===== src/rtl/snes_pkg.sv =====
// Shared SNES pad definitions: button bit positions, frame geometry,
// emulator state encoding and the frame-word builder.
package snes_pkg;

    localparam int SNES_FRAME_BITS = 16;
    localparam int SNES_USED_BITS  = 12;
    localparam int SNES_CNT_W      = 5;

    localparam int BTN_B      = 14;
    localparam int BTN_Y      = 13;
    localparam int BTN_SELECT = 12;
    localparam int BTN_START  = 11;
    localparam int BTN_UP     = 10;
    localparam int BTN_DOWN   = 9;
    localparam int BTN_LEFT   = 8;
    localparam int BTN_RIGHT  = 7;
    localparam int BTN_A      = 6;
    localparam int BTN_X      = 5;
    localparam int BTN_L      = 4;
    localparam int BTN_R      = 3;

    typedef enum logic [1:0] {
        ST_IDLE  = 2'd0,
        ST_LOAD  = 2'd1,
        ST_SHIFT = 2'd2,
        ST_DONE  = 2'd3
    } snes_state_e;

    // Frame bit k carries button (B - k), inverted because the pin is
    // active-low; the four trailing bits always read as released.
    function automatic logic [SNES_FRAME_BITS-1:0] snes_frame(input logic [14:0] btn);
        logic [SNES_FRAME_BITS-1:0] f;
        f = '1;
        for (int k = 0; k < SNES_USED_BITS; k++) begin
            f[k] = ~btn[BTN_B - k];
        end
        return f;
    endfunction

endpackage


===== src/rtl/snes_sync_edge.sv =====
// Multi-stage synchronizer for one console pin, plus a history flop that
// turns level changes into single-cycle rise/fall pulses.
module snes_sync_edge #(
    parameter int   STAGES    = 2,
    parameter logic RST_LEVEL = 1'b0
) (
    input  logic i_clk,
    input  logic i_rst,
    input  logic i_pin,
    output logic o_level,
    output logic o_rise,
    output logic o_fall
);

    logic [STAGES-1:0] sync_q, sync_d;
    logic              hist_q, hist_d;

    // Next values: shift the pin into the chain, history follows the last stage.
    always_comb begin
        sync_d = {sync_q[STAGES-2:0], i_pin};
        hist_d = sync_q[STAGES-1];
    end

    // Chain and history reset to the pin's idle level so release cannot
    // fabricate an edge.
    always_ff @(posedge i_clk) begin
        if (i_rst) begin
            sync_q <= {STAGES{RST_LEVEL}};
            hist_q <= RST_LEVEL;
        end else begin
            sync_q <= sync_d;
            hist_q <= hist_d;
        end
    end

    assign o_level = sync_q[STAGES-1];
    assign o_rise  = sync_q[STAGES-1] & ~hist_q;
    assign o_fall  = ~sync_q[STAGES-1] & hist_q;

endmodule


===== src/rtl/snes_pad_emu.sv =====
// SNES controller emulator: answers the console's latch/clock protocol with
// a 16-bit active-low button frame on o_snes_data.
//
// state    | meaning
// ---------+---------------------------------------------------------------
// ST_IDLE  | count 0, nothing loaded; waits for a latch
// ST_LOAD  | latch high (reloading every cycle) or frame held before bit 1
// ST_SHIFT | 0 < count < 16, shifting on each serial clock rise
// ST_DONE  | count 16, data parked at the fill level
module snes_pad_emu
    import snes_pkg::*;
#(
    parameter int   SYNC_STAGES = 2,
    parameter logic FILL_LEVEL  = 1'b0
) (
    input  logic                  i_clk,
    input  logic                  i_rst,
    input  logic [14:0]           i_btn_state,
    input  logic                  i_snes_latch,
    input  logic                  i_snes_clk,
    output logic                  o_snes_data,
    output logic                  o_latch_pls,
    output logic                  o_frame_done,
    output logic [SNES_CNT_W-1:0] o_bit_cnt
);

    logic latch_lvl, latch_rise, latch_fall_unused;
    logic clk_lvl_unused, clk_rise, clk_fall_unused;
    logic [2:0] btn_pad_unused;

    assign btn_pad_unused = i_btn_state[2:0];

    snes_sync_edge #(
        .STAGES    (SYNC_STAGES),
        .RST_LEVEL (1'b0)
    ) u_sync_latch (
        .i_clk   (i_clk),
        .i_rst   (i_rst),
        .i_pin   (i_snes_latch),
        .o_level (latch_lvl),
        .o_rise  (latch_rise),
        .o_fall  (latch_fall_unused)
    );

    snes_sync_edge #(
        .STAGES    (SYNC_STAGES),
        .RST_LEVEL (1'b1)
    ) u_sync_clk (
        .i_clk   (i_clk),
        .i_rst   (i_rst),
        .i_pin   (i_snes_clk),
        .o_level (clk_lvl_unused),
        .o_rise  (clk_rise),
        .o_fall  (clk_fall_unused)
    );

    snes_state_e                state_q, state_d;
    logic [SNES_FRAME_BITS-1:0] shift_q, shift_d;
    logic [SNES_CNT_W-1:0]      cnt_q, cnt_d;
    logic                       data_q, data_d;
    logic                       latch_pls_q, latch_pls_d;
    logic                       frame_done_q, frame_done_d;

    // Next-state: latch level overrides everything; clock rises shift only
    // once a frame is loaded and not yet exhausted.
    always_comb begin
        state_d      = state_q;
        shift_d      = shift_q;
        cnt_d        = cnt_q;
        data_d       = shift_q[0];
        latch_pls_d  = latch_rise;
        frame_done_d = 1'b0;

        if (latch_lvl) begin
            state_d = ST_LOAD;
            shift_d = snes_frame(i_btn_state);
            cnt_d   = '0;
        end else begin
            case (state_q)
                ST_LOAD, ST_SHIFT: begin
                    if (clk_rise) begin
                        shift_d = {FILL_LEVEL, shift_q[SNES_FRAME_BITS-1:1]};
                        cnt_d   = cnt_q + 5'd1;
                        if (cnt_q == 5'(SNES_FRAME_BITS - 1)) begin
                            state_d      = ST_DONE;
                            frame_done_d = 1'b1;
                        end else begin
                            state_d = ST_SHIFT;
                        end
                    end
                end
                default: begin
                    state_d = state_q;
                end
            endcase
        end
    end

    // State and output registers; data pin is one cycle behind the shifter.
    always_ff @(posedge i_clk) begin
        if (i_rst) begin
            state_q      <= ST_IDLE;
            shift_q      <= '1;
            cnt_q        <= '0;
            data_q       <= 1'b1;
            latch_pls_q  <= 1'b0;
            frame_done_q <= 1'b0;
        end else begin
            state_q      <= state_d;
            shift_q      <= shift_d;
            cnt_q        <= cnt_d;
            data_q       <= data_d;
            latch_pls_q  <= latch_pls_d;
            frame_done_q <= frame_done_d;
        end
    end

    assign o_snes_data  = data_q;
    assign o_latch_pls  = latch_pls_q;
    assign o_frame_done = frame_done_q;
    assign o_bit_cnt    = cnt_q;

endmodule


===== config.mk =====
export PLATFORM = sky130hd
export DESIGN_NAME = snes_pad_emu
export DESIGN_NICKNAME = d
export VERILOG_FILES = /design/src/rtl/snes_pkg.sv /design/src/rtl/snes_sync_edge.sv /design/src/rtl/snes_pad_emu.sv
export SDC_FILE = /design/constraint.sdc
export NUM_CORES = 1
export LEC_CHECK = 0
export ABC_AREA = 1
export BUFFER_PORTS_ARGS = -buffer_cell sky130_fd_sc_hd__buf_2
export CAP_MARGIN = 30
export CELL_PAD_IN_SITES_DETAIL_PLACEMENT = 0
export CELL_PAD_IN_SITES_GLOBAL_PLACEMENT = 1
export CORE_ASPECT_RATIO = 0.9
export CORE_MARGIN = 4
export CORE_UTILIZATION = 34
export CTS_BUF_LIST = sky130_fd_sc_hd__clkbuf_4 sky130_fd_sc_hd__clkbuf_8
export CTS_CLUSTER_SIZE = 30
export DETAILED_ROUTE_END_ITERATION = 16
export GPL_TIMING_DRIVEN = 0
export MAX_ROUTING_LAYER = met4
export PLACE_DENSITY_LB_ADDON = 0.12
export SYNTH_ARGS = -nofsm -noshare
export SYNTH_HDL_FRONTEND = slang
export SYNTH_SLANG_ARGS = --single-unit

===== constraint.sdc =====
create_clock -name i_clk -period 1.2 [get_ports i_clk]
set_input_delay 0.12 -clock i_clk [delete_from_list [all_inputs] [get_ports i_clk]]
set_output_delay 0.12 -clock i_clk [all_outputs]
set_load 0.05 [all_outputs]

After elaboration in Yosys (flattened, before gate mapping):

Index checks and enable logic that the tools add are counted.

* flip-flop bits (word level): 32
* output and inout port bits: 8
* word-level logic and storage cells: 49

* $add $sub $neg: 1
* equal/unequal tests: 3
* muxes and demuxes: 8
* bitwise operators: 18
* reduce and logical (&&, ||, !) cells: 7

Operators by type and width (number)
* 12-bit two-way mux: 3
* 1-bit inverter: 16
* 5-bit by 1-bit adder with 5-bit output, second input constant: 1
* 5-bit by 4-bit equality test with 1-bit output, second input constant: 1
* 1-bit two-way mux: 5
* 2-bit AND reduction: 2
* 2-bit nonzero test: 2
* 2-bit OR reduction: 2
* 4-bit OR reduction: 1
* 1-bit AND: 2
* 2-bit by 1-bit equality test with 1-bit output, second input constant: 1
* 2-bit equality test, second input constant: 1

Logic depth before layout (Yosys ltp):

Gate-level depths: netlist of the first run.

* depth in word-level cells: 5
* mapped depth: 8
* mapped depth without buffers: 8

By module:

A second synthesis of the first run with hierarchy kept.

* cells, all modules: 181
* area total of the unflattened synthesis: 1341.3 um^2

By module, submodules not included
* snes_pad_emu: instances 1, cells each 156, area each 1149.9 um^2, seq. area each 520.5 um^2
* snes_sync_edge (u_sync_clk): instances 1, cells each 13, area each 97.6 um^2, seq. area each 60.1 um^2
* snes_sync_edge (u_sync_latch): instances 1, cells each 12, area each 93.8 um^2, seq. area each 60.1 um^2

Least setup slack after synthesis of the first run:

Ideal clock, no wire load.

* path kind: register to register
* from: register cnt_q[0] (netlist: o_bit_cnt[0])
* to: register state_q[0]
* library setup time: 66 ps
* arrival time: 1554 ps
* slack: -420 ps
* cell stages (with the launch flop): 9
* buffers on the path: 0
* period minus slack after synthesis: 1620 ps
* path through: dfxtp_1 ha_1 inv_1 nor3_1 ha_1 inv_1 nand2_1 nand3_1 a21oi_2

* word-level cells in the longest chain between the ends: 5

Ends and longest elaborated chain
* start, declared: RTL line snes_pad_emu.sv:59 `logic [SNES_CNT_W-1:0] cnt_q, cnt_d;`
* start signal, assigned: RTL line snes_pad_emu.sv:111 `cnt_q <= cnt_d;`
* 5-bit by 4-bit equality test with 1-bit output: RTL line snes_pad_emu.sv:84 `if (cnt_q == 5'(SNES_FRAME_BITS - 1)) begin`
* 1-bit two-way mux: RTL line snes_pad_emu.sv:84
* 1-bit two-way mux: RTL line snes_pad_emu.sv:81 `if (clk_rise) begin`
* 1-bit two-way mux: RTL line snes_pad_emu.sv:79 `case (state_q)`
* 1-bit two-way mux: RTL line snes_pad_emu.sv:74 `if (latch_lvl) begin`
* end signal, assigned: RTL line snes_pad_emu.sv:109 `state_q <= state_d;`
* end, declared: RTL line snes_pad_emu.sv:57 `snes_state_e state_q, state_d;`

No other way between the ends. The select of a mux whose other input is x is not followed.
A chain may end at the register's enable or synchronous reset.

Final worst setup path of the first run:

* from: register cnt_q[1] (netlist: o_bit_cnt[1])
* to: register cnt_q[4] (netlist: o_bit_cnt[4])

* word-level cells in the longest chain between the ends: 1

Ends and longest elaborated chain
* 5-bit by 1-bit adder with 5-bit output: RTL line snes_pad_emu.sv:83 `cnt_d = cnt_q + 5'd1;`

No other way between the ends.

==> results of run 1 <==
-- Yosys cell counts (2+ instances only) --
library cell and n:
or2_2 4, nand2_2 3, a21oi_2 3, nor3_1 2, nand2_1 47, buf_8 2, clkbuf_1 2, nand3_1 30
nand2_4 2, nor2_1 10, buf_2 4, inv_2 3, o21ai_0 13, ha_1 2, dfxtp_1 32, inv_1 11
-- worst min-delay path by stage --
stage | start | to | slack [ns] | cells past startpoint
4_1_cts | i_snes_clk | u_sync_clk.sync_q[0] | 0.02 | 2
3_5_place_dp | i_snes_clk | u_sync_clk.sync_q[0] | 0.31 | 2
6_report | i_snes_clk | u_sync_clk.sync_q[0] | 0.03 | 2
5_1_grt | i_snes_clk | u_sync_clk.sync_q[0] | 0.02 | 2
3_3_place_gp | i_snes_clk | u_sync_clk.sync_q[0] | 0.31 | 2
2_1_floorplan | i_snes_clk | u_sync_clk.sync_q[0] | 0.22 | 1
-- state kept, by name, indices dropped and copies added, names as in the netlist --
register and count:
o_bit_cnt 5, o_frame_done 1, o_latch_pls 1, o_snes_data 1, shift_q 16, state_q 2, u_sync_clk.hist_q 1, u_sync_clk.sync_q 2
u_sync_latch.hist_q 1, u_sync_latch.sync_q 2
-- final cells by class --
type                       instances  area (µm²)  area share
tap                               46        57.6      0.0330
clock buffer                       8        97.6      0.0560
timing repair buffer              25         130      0.0747
multi-input combinational        122         664       0.381
inverter                          14        52.6      0.0302
buffer                             9        81.3      0.0467
sequential                        32         659       0.378
-- stage by stage --
| step | util | setup WS, ns | instances | hold slack [ns] |
|---|---|---|---|---|
| floorplan | - | -0.0568 | 177 | 0.224 |
| global placement | 0.416 | -0.0304 | 246 | 0.306 |
| detailed placement | 0.416 | -0.0536 | 246 | 0.314 |
| CTS | 0.446 | 0.00759 | 256 | 0.0199 |
| global route | 0.454 | -0.0557 | 256 | 0.0206 |
| finish | 0.454 | 0.0211 | 256 | 0.0302 |
-- power by group --
part | switching (W) | internal, W
registers | 0.0000148 | 0.00108
clock network | 0.000365 | 0.000512
logic | 0.0000981 | 0.0000722
total | 0.000478 | 0.00167
-- cell families after synthesis --
family,Yosys count,share of synthesized area
compound gates,17,0.0695
xor+xnor,1,0.00632
fa+ha+maj,2,0.0180
buf+inv,23,0.0875
flops,32,0.462
simple gates,102,0.357
-- metal layers --
layer  vias up  global-route usage  wire [µm]
li1        633                   -          -
met1       559               0.182       1490
met2        34               0.209       1290
met3         5              0.0522        171
met4         0              0.0393         31
met5         -                   -          0
-- layout by cell type (no fill, tap or decap), types with 2 or more instances in the layout --
cell | synthesis | routed
nor2_1 | 10 | 9
buf_2 | 4 | 24
inv_1 | 11 | 8
dfxtp_4 | 0 | 4
nand2_4 | 2 | 3
clkbuf_8 | 0 | 6
a21oi_2 | 3 | 3
or2_2 | 4 | 4
nand2_1 | 47 | 46
buf_8 | 2 | 3
clkbuf_4 | 0 | 5
dfxtp_1 | 32 | 25
inv_2 | 3 | 6
nor3_2 | 1 | 2
nand3_1 | 30 | 29
dfxtp_2 | 0 | 3
o21ai_0 | 13 | 13
buf_4 | 0 | 2
nand2_2 | 3 | 3
-- what timing repair did --
| item | 4_1_cts | 5_1_grt |
|---|---|---|
| gates cloned | 0 | 0 |
| gates resized for setup | 2 | 13 |
| setup endpoints to repair | 6 | 17 |
| setup buffers | 2 | 0 |
==> flow_metrics.env, run 1 <==
export IMPL_reg2reg_to="o_bit_cnt[4]"
export IMPL_arrival_ns=1.39
export IMPL_period_share=0.982
export IMPL_fmax_mhz=848
export IMPL_synthCells=177
export IMPL_p_leak_nw=0.865
export IMPL_routed_wl_um=2980
export IMPL_htree_levels=2
export IMPL_via_per_inst=4.81
export IMPL_crit_chain="ha_4 > inv_2 > nor3_2 > ha_2 > nand2_1 > nand2_1 > nor2_1"
export IMPL_grt_pass1_vias=1235
export IMPL_antenna_cells=0
export IMPL_cpMostUsedCell="nand2_1"
export IMPL_peakVddDrop_uv=482
export IMPL_rr_startpoint="o_bit_cnt[1]"
export IMPL_antenna_found_initial=0
export IMPL_ios=27
export IMPL_drt_wirelength_per_cell_um=11.7
export IMPL_dpl_cell_area_um2=1600
export IMPL_grt_usage=0.142
export IMPL_tightest_slew_ns=0.466
export IMPL_clkLatencyLatePin_ns=0.28
export IMPL_outcome="completed"
export IMPL_vias=1231
export IMPL_cts_tree="built"
export IMPL_rsz0062_at_grt="yes"
export IMPL_critPathCapture="o_bit_cnt[4]"
export IMPL_syn_area_per_cell_um2=7.83
export IMPL_synth_nets=198
export IMPL_port_buffers=23
export IMPL_numCtsBuffers=5
export IMPL_cts_hold_fix_buffers=0
export IMPL_synthFlopType="dfxtp_1"
export IMPL_critPathMaxStageDelay_ns=0.36
export IMPL_synth_warnings=0
export IMPL_nFillCells=414
export IMPL_netlist_area_um2=1390
export IMPL_worstPathRequired_ns=1.41
export IMPL_clockRootBuffer="clkbuf_8"
export IMPL_first_iter_violations=74
export IMPL_first_pass_iters=6
export IMPL_slowest_stage="dfxtp_4"
export IMPL_gp_congestion=0.752
export IMPL_powerDensity_nw_per_um2=1230
export IMPL_rows=21
export IMPL_cp_startpoint="o_bit_cnt[1]"
export IMPL_path_clk_slew_ns=0.06
export IMPL_path_buf_inv=1
export IMPL_synthTopCellsByArea="dfxtp_1 (46%), nand2_1 (13%), nand3_1 (11%)"
export IMPL_cpLargestDelayFamily="adder cells"
export IMPL_drive_above_1_share=0.357
export IMPL_crit_cells=7
export IMPL_clk_path_buf_depth=2
export IMPL_critPathCaptureType="flop"
export IMPL_setup_viol=0
export IMPL_gr_total_overflow=0
export IMPL_rrSetupSlack_ns=0.02
export IMPL_hpwlAfterDp_um=2110
export IMPL_final_area_um2=1740
export IMPL_hold_viol=0
export IMPL_dieArea_um2=5160
export IMPL_path_max_fanout=2
export IMPL_yosysTopAreaCell="dfxtp_1"
export IMPL_maxCapViolCount=0
export IMPL_finalNetCount=230
export IMPL_totalPowerFinal_w=0.00215
export IMPL_cts_sinks=32
export IMPL_ant_nets=0
export IMPL_die_width_um=75.3
export IMPL_skew_ns=0.00531
export IMPL_die_h_um=68.6
export IMPL_synth_distinct_cells=23
export IMPL_drv_slew=0
export IMPL_grt_pass1_wl_um=5440
export IMPL_hold_path_class="in2reg"
export IMPL_ys_async_sr_fraction=0
export IMPL_ys_seq_area_frac=0.462
export IMPL_synth_top_area_share=0.462
export IMPL_synth_edf_count=0
export IMPL_coreArea_um2=3840
export IMPL_synth_seq_cells=32
export IMPL_fin_crit_ns=1.18
export IMPL_slew_headroom=0.690
export IMPL_worst_r2r_path_depth=7
export IMPL_grt_max_degree=11
export IMPL_syn2layout_area_growth_pct=25.7
export IMPL_route_detailed_drc=0
export IMPL_critPathLaunchType="flop"
export IMPL_start_util=0.361
export IMPL_crit_type="reg2reg"
export IMPL_setup_tns_ns=0
No activity file was read; power rests on OpenSTA's default activity.
==> run 2, diff against run 1 <==
Settings changed: CORE_UTILIZATION 34 to 37, CTS_CLUSTER_DIAMETER set to 50, RECOVER_POWER set to 100.
==> run 2 against run 1 <==
  * Register-to-register slack improved by 0.02 ns
  * Clock power grew 16%
  * Clock skew shrank 0.0013 ns
  * Via count down 0.57%
  * Wire length up 0.27%
  * Cell area rose by 1.2%
  * Count of clock-buffer cells in the layout is 3 lower
  * First-iteration DRC count down 8.1%
  * Total power up 6.3%
  * Largest cell class is now registers
  * Highest routed layer unchanged
==> flow_metrics.env, run 2 (same netlist as run 1, synthesis figures left out) <==
export IMPL_outcome="completed"
export IMPL_crit_type="reg2reg"
export IMPL_whs_ns=0.0184
export IMPL_route_detailed_drc=0
export IMPL_hold_path_class="in2reg"
export IMPL_hpwlAfterDp_um=2090
export IMPL_clk_path_buf_depth=2
export IMPL_gp_congestion=0.733
export IMPL_largest_reg_flops=16
export IMPL_coreArea_um2=3480
export IMPL_final_cell_mix="nand2_1 (46), nand3_1 (29), buf_2 (24), dfxtp_1 (24), o21ai_0 (13)"
export IMPL_powerDensity_nw_per_um2=1290
export IMPL_critPathLaunchType="flop"
export IMPL_numCtsBuffers=5
export IMPL_totalPowerFinal_w=0.00228
export IMPL_path_max_fanout=2
export IMPL_cts_tree="built"
export IMPL_syn2layout_area_growth_pct=27.3
export IMPL_die_width_um=72.5
export IMPL_busiest_layer="met2"
export IMPL_first_pass_iters=4
export IMPL_peakVddDrop_uv=605
export IMPL_post_route_util=0.507
export IMPL_htree_levels=2
export IMPL_setup_viol=0
export IMPL_cts_hold_fix_buffers=0
export IMPL_grt_pass1_vias=1173
export IMPL_ant_nets=0
export IMPL_cts_sinks=32
export IMPL_dieArea_um2=4790
export IMPL_via_per_inst=4.78
export IMPL_grt_max_degree=12
export IMPL_use_met3=0.0426
export IMPL_critPathCaptureType="flop"
export IMPL_final_common_cell="nand2_1"
export IMPL_grt_use_met2=0.220
export IMPL_rsz0062_at_grt="yes"
export IMPL_hold_viol=0
export IMPL_start_util=0.399
export IMPL_clockRootBuffer="clkbuf_8"
export IMPL_p_leak_nw=0.875
export IMPL_ios=27
export IMPL_worstPathRequired_ns=1.42
export IMPL_grt_use_met1=0.188
export IMPL_slew_headroom=0.687
export IMPL_clkLatencyLatePin_ns=0.28
export IMPL_skew_ns=0.00404
export IMPL_antenna_cells=0
export IMPL_drv_slew=0
export IMPL_dp_slack_ns=-0.000503
export IMPL_antenna_found_initial=0
export IMPL_period_share=0.967
export IMPL_path_clk_slew_ns=0.07
export IMPL_fin_crit_ns=1.16
export IMPL_routed_wl_um=2990
export IMPL_first_iter_violations=68
export IMPL_finalNetCount=232
export IMPL_fmax_mhz=862
export IMPL_vias=1224
export IMPL_grt_pass1_wl_um=5290
export IMPL_drt_wirelength_per_cell_um=11.7
export IMPL_drive_above_1_share=0.368
export IMPL_port_buffers=23
export IMPL_gr_total_overflow=0
export IMPL_grt_usage=0.146
export IMPL_die_h_um=66.1
export IMPL_arrival_ns=1.38
export IMPL_maxCapViolCount=0
export IMPL_layout_setup_ws_ns=0.0402
export IMPL_rrSetupSlack_ns=0.04
export IMPL_tightest_slew_ns=0.469
export IMPL_rows=20
export IMPL_top_register="shift_q"
run 2: report_power, final:
| part | leakage [nW] | switching (W) | internal [W] |
|---|---|---|---|
| sequential | 0.266 | 0.0000141 | 0.00108 |
| clock | 0.0541 | 0.000404 | 0.000614 |
| combinational | 0.556 | 0.0000955 | 0.0000716 |
| total | 0.875 | 0.000514 | 0.00177 |
run 2: final timing paths:
check / from / to / cells after the start
max: o_bit_cnt[1] / state_q[0] / 8
min: i_snes_clk / u_sync_clk.sync_q[0] / 2
max reg2reg: o_bit_cnt[1] / state_q[0] / 8
min reg2reg: u_sync_latch.hist_q / o_latch_pls / 1
run 2: layout make-up:
type,instances,area [µm²]
Fill cell,371,1710
Sequential cell,32,661
Multi-Input combinational cell,122,659
Timing Repair Buffer,27,145
Buffer,9,77.6
Clock buffer,5,68.8
Inverter,14,55.1
Tap cell,44,55.1
Clock inverter,3,42.5
run 2: per-stage QoR:
| step | TNS (ns) | std cells | instance area, µm² |
|---|---|---|---|
| 2_1_floorplan | -0.113 | 177 | 1420 |
| 3_3_place_gp | 0 | 244 | 1590 |
| 3_5_place_dp | -0.000503 | 244 | 1590 |
| 4_1_cts | 0 | 255 | 1730 |
| 5_1_grt | -0.0956 | 256 | 1760 |
| 6_report | 0 | 256 | 1760 |
run 2: layer usage:
| layer | wire (µm) | vias up |
|---|---|---|
| li1 | - | 637 |
| met1 | 1440 | 563 |
| met2 | 1400 | 19 |
| met3 | 126 | 5 |
| met4 | 24 | 0 |
| met5 | 0 | - |
run 2: worst max-delay path, stage by stage, from the launching register on:
cell and delay [ns]:
dfxtp_4 0.36, ha_4 0.14, inv_2 0.03, nor3_2 0.10, ha_2 0.19, inv_2 0.04, nand2_2 0.06, nand3_2 0.07
a21oi_2 0.10
run 2: repair_timing:
item / 4_1_cts / 5_1_grt
setup buffers: 3 / 1
gates resized for setup: 1 / 15
gates cloned: 0 / 0
setup endpoints to repair: 3 / 16
pin swaps: 0 / 1
==> run 3, diff against run 2 <==
Settings changed: PLACE_DENSITY_LB_ADDON 0.12 to 0.2.
==> run 3 against run 2 <==
  * Setup slack worse by 0.035 ns
  * Largest power group unchanged
  * Total power shrank 6.6%
  * Maximum frequency fell by 2.9%
  * Sequential share of layout area increased by 1.0 points
  * Via count is 1.3% lower
  * Non-clock buffer count decreased by 2
  * Register-to-register slack got worse by 0.03 ns
  * Final cell count down 0.78%
  * Clock power is 15% lower
  * Global-route usage is 0.20 points lower
  * Critical path depth did not move
==> flow_metrics.env, run 3 (same netlist as run 1, synthesis figures left out) <==
export IMPL_top_register="shift_q"
export IMPL_final_common_cell="nand2_1"
export IMPL_numCtsBuffers=5
export IMPL_grt_max_degree=11
export IMPL_busiest_layer="met2"
export IMPL_final_cell_mix="nand2_1 (46), nand3_1 (29), dfxtp_1 (27)"
export IMPL_clk_path_buf_depth=2
export IMPL_syn2layout_area_growth_pct=23.1
export IMPL_powerDensity_nw_per_um2=1250
export IMPL_gr_total_overflow=0
export IMPL_hold_path_class="in2reg"
export IMPL_critPathCaptureType="flop"
export IMPL_die_width_um=72.5
export IMPL_use_met3=0.0593
export IMPL_fmax_mhz=837
export IMPL_peakVddDrop_uv=589
export IMPL_first_pass_iters=6
export IMPL_htree_levels=2
export IMPL_start_util=0.399
export IMPL_cts_hold_fix_buffers=0
export IMPL_finalNetCount=230
export IMPL_die_h_um=66.1
export IMPL_routed_wl_um=3080
export IMPL_vias=1208
export IMPL_via_per_inst=4.76
export IMPL_critPathLaunchType="flop"
export IMPL_rows=20
export IMPL_grt_pass1_wl_um=5240
export IMPL_drv_slew=0
export IMPL_hpwlAfterDp_um=2120
export IMPL_tightest_slew_ns=0.477
export IMPL_cts_tree="built"
export IMPL_clockRootBuffer="clkbuf_8"
export IMPL_rsz0062_at_grt="yes"
export IMPL_whs_ns=0.0188
export IMPL_first_iter_violations=51
export IMPL_fin_crit_ns=1.19
export IMPL_ios=27
export IMPL_antenna_cells=0
export IMPL_outcome="completed"
export IMPL_arrival_ns=1.42
export IMPL_slew_headroom=0.682
export IMPL_drive_above_1_share=0.338
export IMPL_dieArea_um2=4790
export IMPL_p_leak_nw=0.820
export IMPL_ant_nets=0
export IMPL_port_buffers=23
export IMPL_maxCapViolCount=0
export IMPL_route_detailed_drc=0
export IMPL_dp_slack_ns=-0.0364
export IMPL_skew_ns=0.00543
export IMPL_layout_setup_ws_ns=0.00556
export IMPL_grt_use_met1=0.181
export IMPL_cts_sinks=32
export IMPL_setup_viol=0
export IMPL_grt_usage=0.144
export IMPL_hold_viol=0
export IMPL_grt_use_met2=0.211
export IMPL_drt_wirelength_per_cell_um=12.1
export IMPL_dpl_cell_area_um2=1590
export IMPL_crit_type="reg2reg"
export IMPL_period_share=0.995
export IMPL_antenna_found_initial=0
export IMPL_worstPathRequired_ns=1.42
export IMPL_final_area_um2=1710
export IMPL_gp_congestion=0.735
export IMPL_grt_pass1_vias=1177
export IMPL_largest_reg_flops=16
export IMPL_path_clk_slew_ns=0.07
export IMPL_path_max_fanout=2
export IMPL_clkLatencyLatePin_ns=0.29
export IMPL_coreArea_um2=3480
run 3: cell count changes in the layout (fill, tap and decap cells not counted), sizes merged:
cell,before,now
buf,32,23
clkbuf,9,17
bufinv,1,0
clkinv,1,2
clkinvlp,1,0
run 3: power breakdown:
part	total [W]	switching, W	internal [W]
Combinational	0.000167	0.0000966	0.0000701
Clock	0.000868	0.000410	0.000457
Sequential	0.00110	0.0000144	0.00108
run 3: routing by layer:
layer / share of wire / vias to the layer above
met4: 0.0042 / 0
met3: 0.051 / 2
met5: 0 / -
met1: 0.50 / 553
li1: - / 629
met2: 0.44 / 24
run 3: cell type report:
| class | instances | area (µm²) |
|---|---|---|
| buffer | 9 | 73.8 |
| clock buffer | 6 | 82.6 |
| tap | 44 | 55.1 |
| multi-input combinational | 122 | 646 |
| inverter | 14 | 52.6 |
| clock inverter | 2 | 10.0 |
| sequential | 32 | 657 |
| timing repair buffer | 25 | 130 |
| fill | 355 | 1770 |
run 3: timing repair:
action | in CTS | in global routing
pin swaps | 1 | 1
buffers inserted | 2 | 0
resized for setup | 5 | 3
endpoints found under the setup margin | 3 | 13
run 3: through the flow:
step | setup TNS [ns] | std cells | power, W | util
floorplan | -0.113 | 177 | 0.00123 | -
global placement | -0.0158 | 244 | 0.00128 | 0.458
detailed placement | -0.0574 | 244 | 0.00129 | 0.458
CTS | -0.00185 | 254 | 0.00216 | 0.492
global route | -0.675 | 254 | 0.00224 | 0.491
finish | 0 | 254 | 0.00213 | 0.491
run 3: final timing paths:
kind / startpoint / to / slack (ns) / depth (start not counted)
worst max-delay path: o_bit_cnt[1] / state_q[0] / 0.006 / 8
worst min-delay path: i_snes_clk / u_sync_clk.sync_q[0] / 0.02 / 2
worst max register to register: o_bit_cnt[1] / state_q[0] / 0.006 / 8
worst min register to register: u_sync_latch.hist_q / o_latch_pls / 0.40 / 1
run 3: worst max-delay path, stage by stage (launching register included):
cell	delay (ns)
dfxtp_4	0.36
ha_4	0.14
inv_2	0.03
nor3_2	0.10
ha_2	0.20
inv_2	0.04
nand2_2	0.06
nand3_2	0.08
a21oi_2	0.11
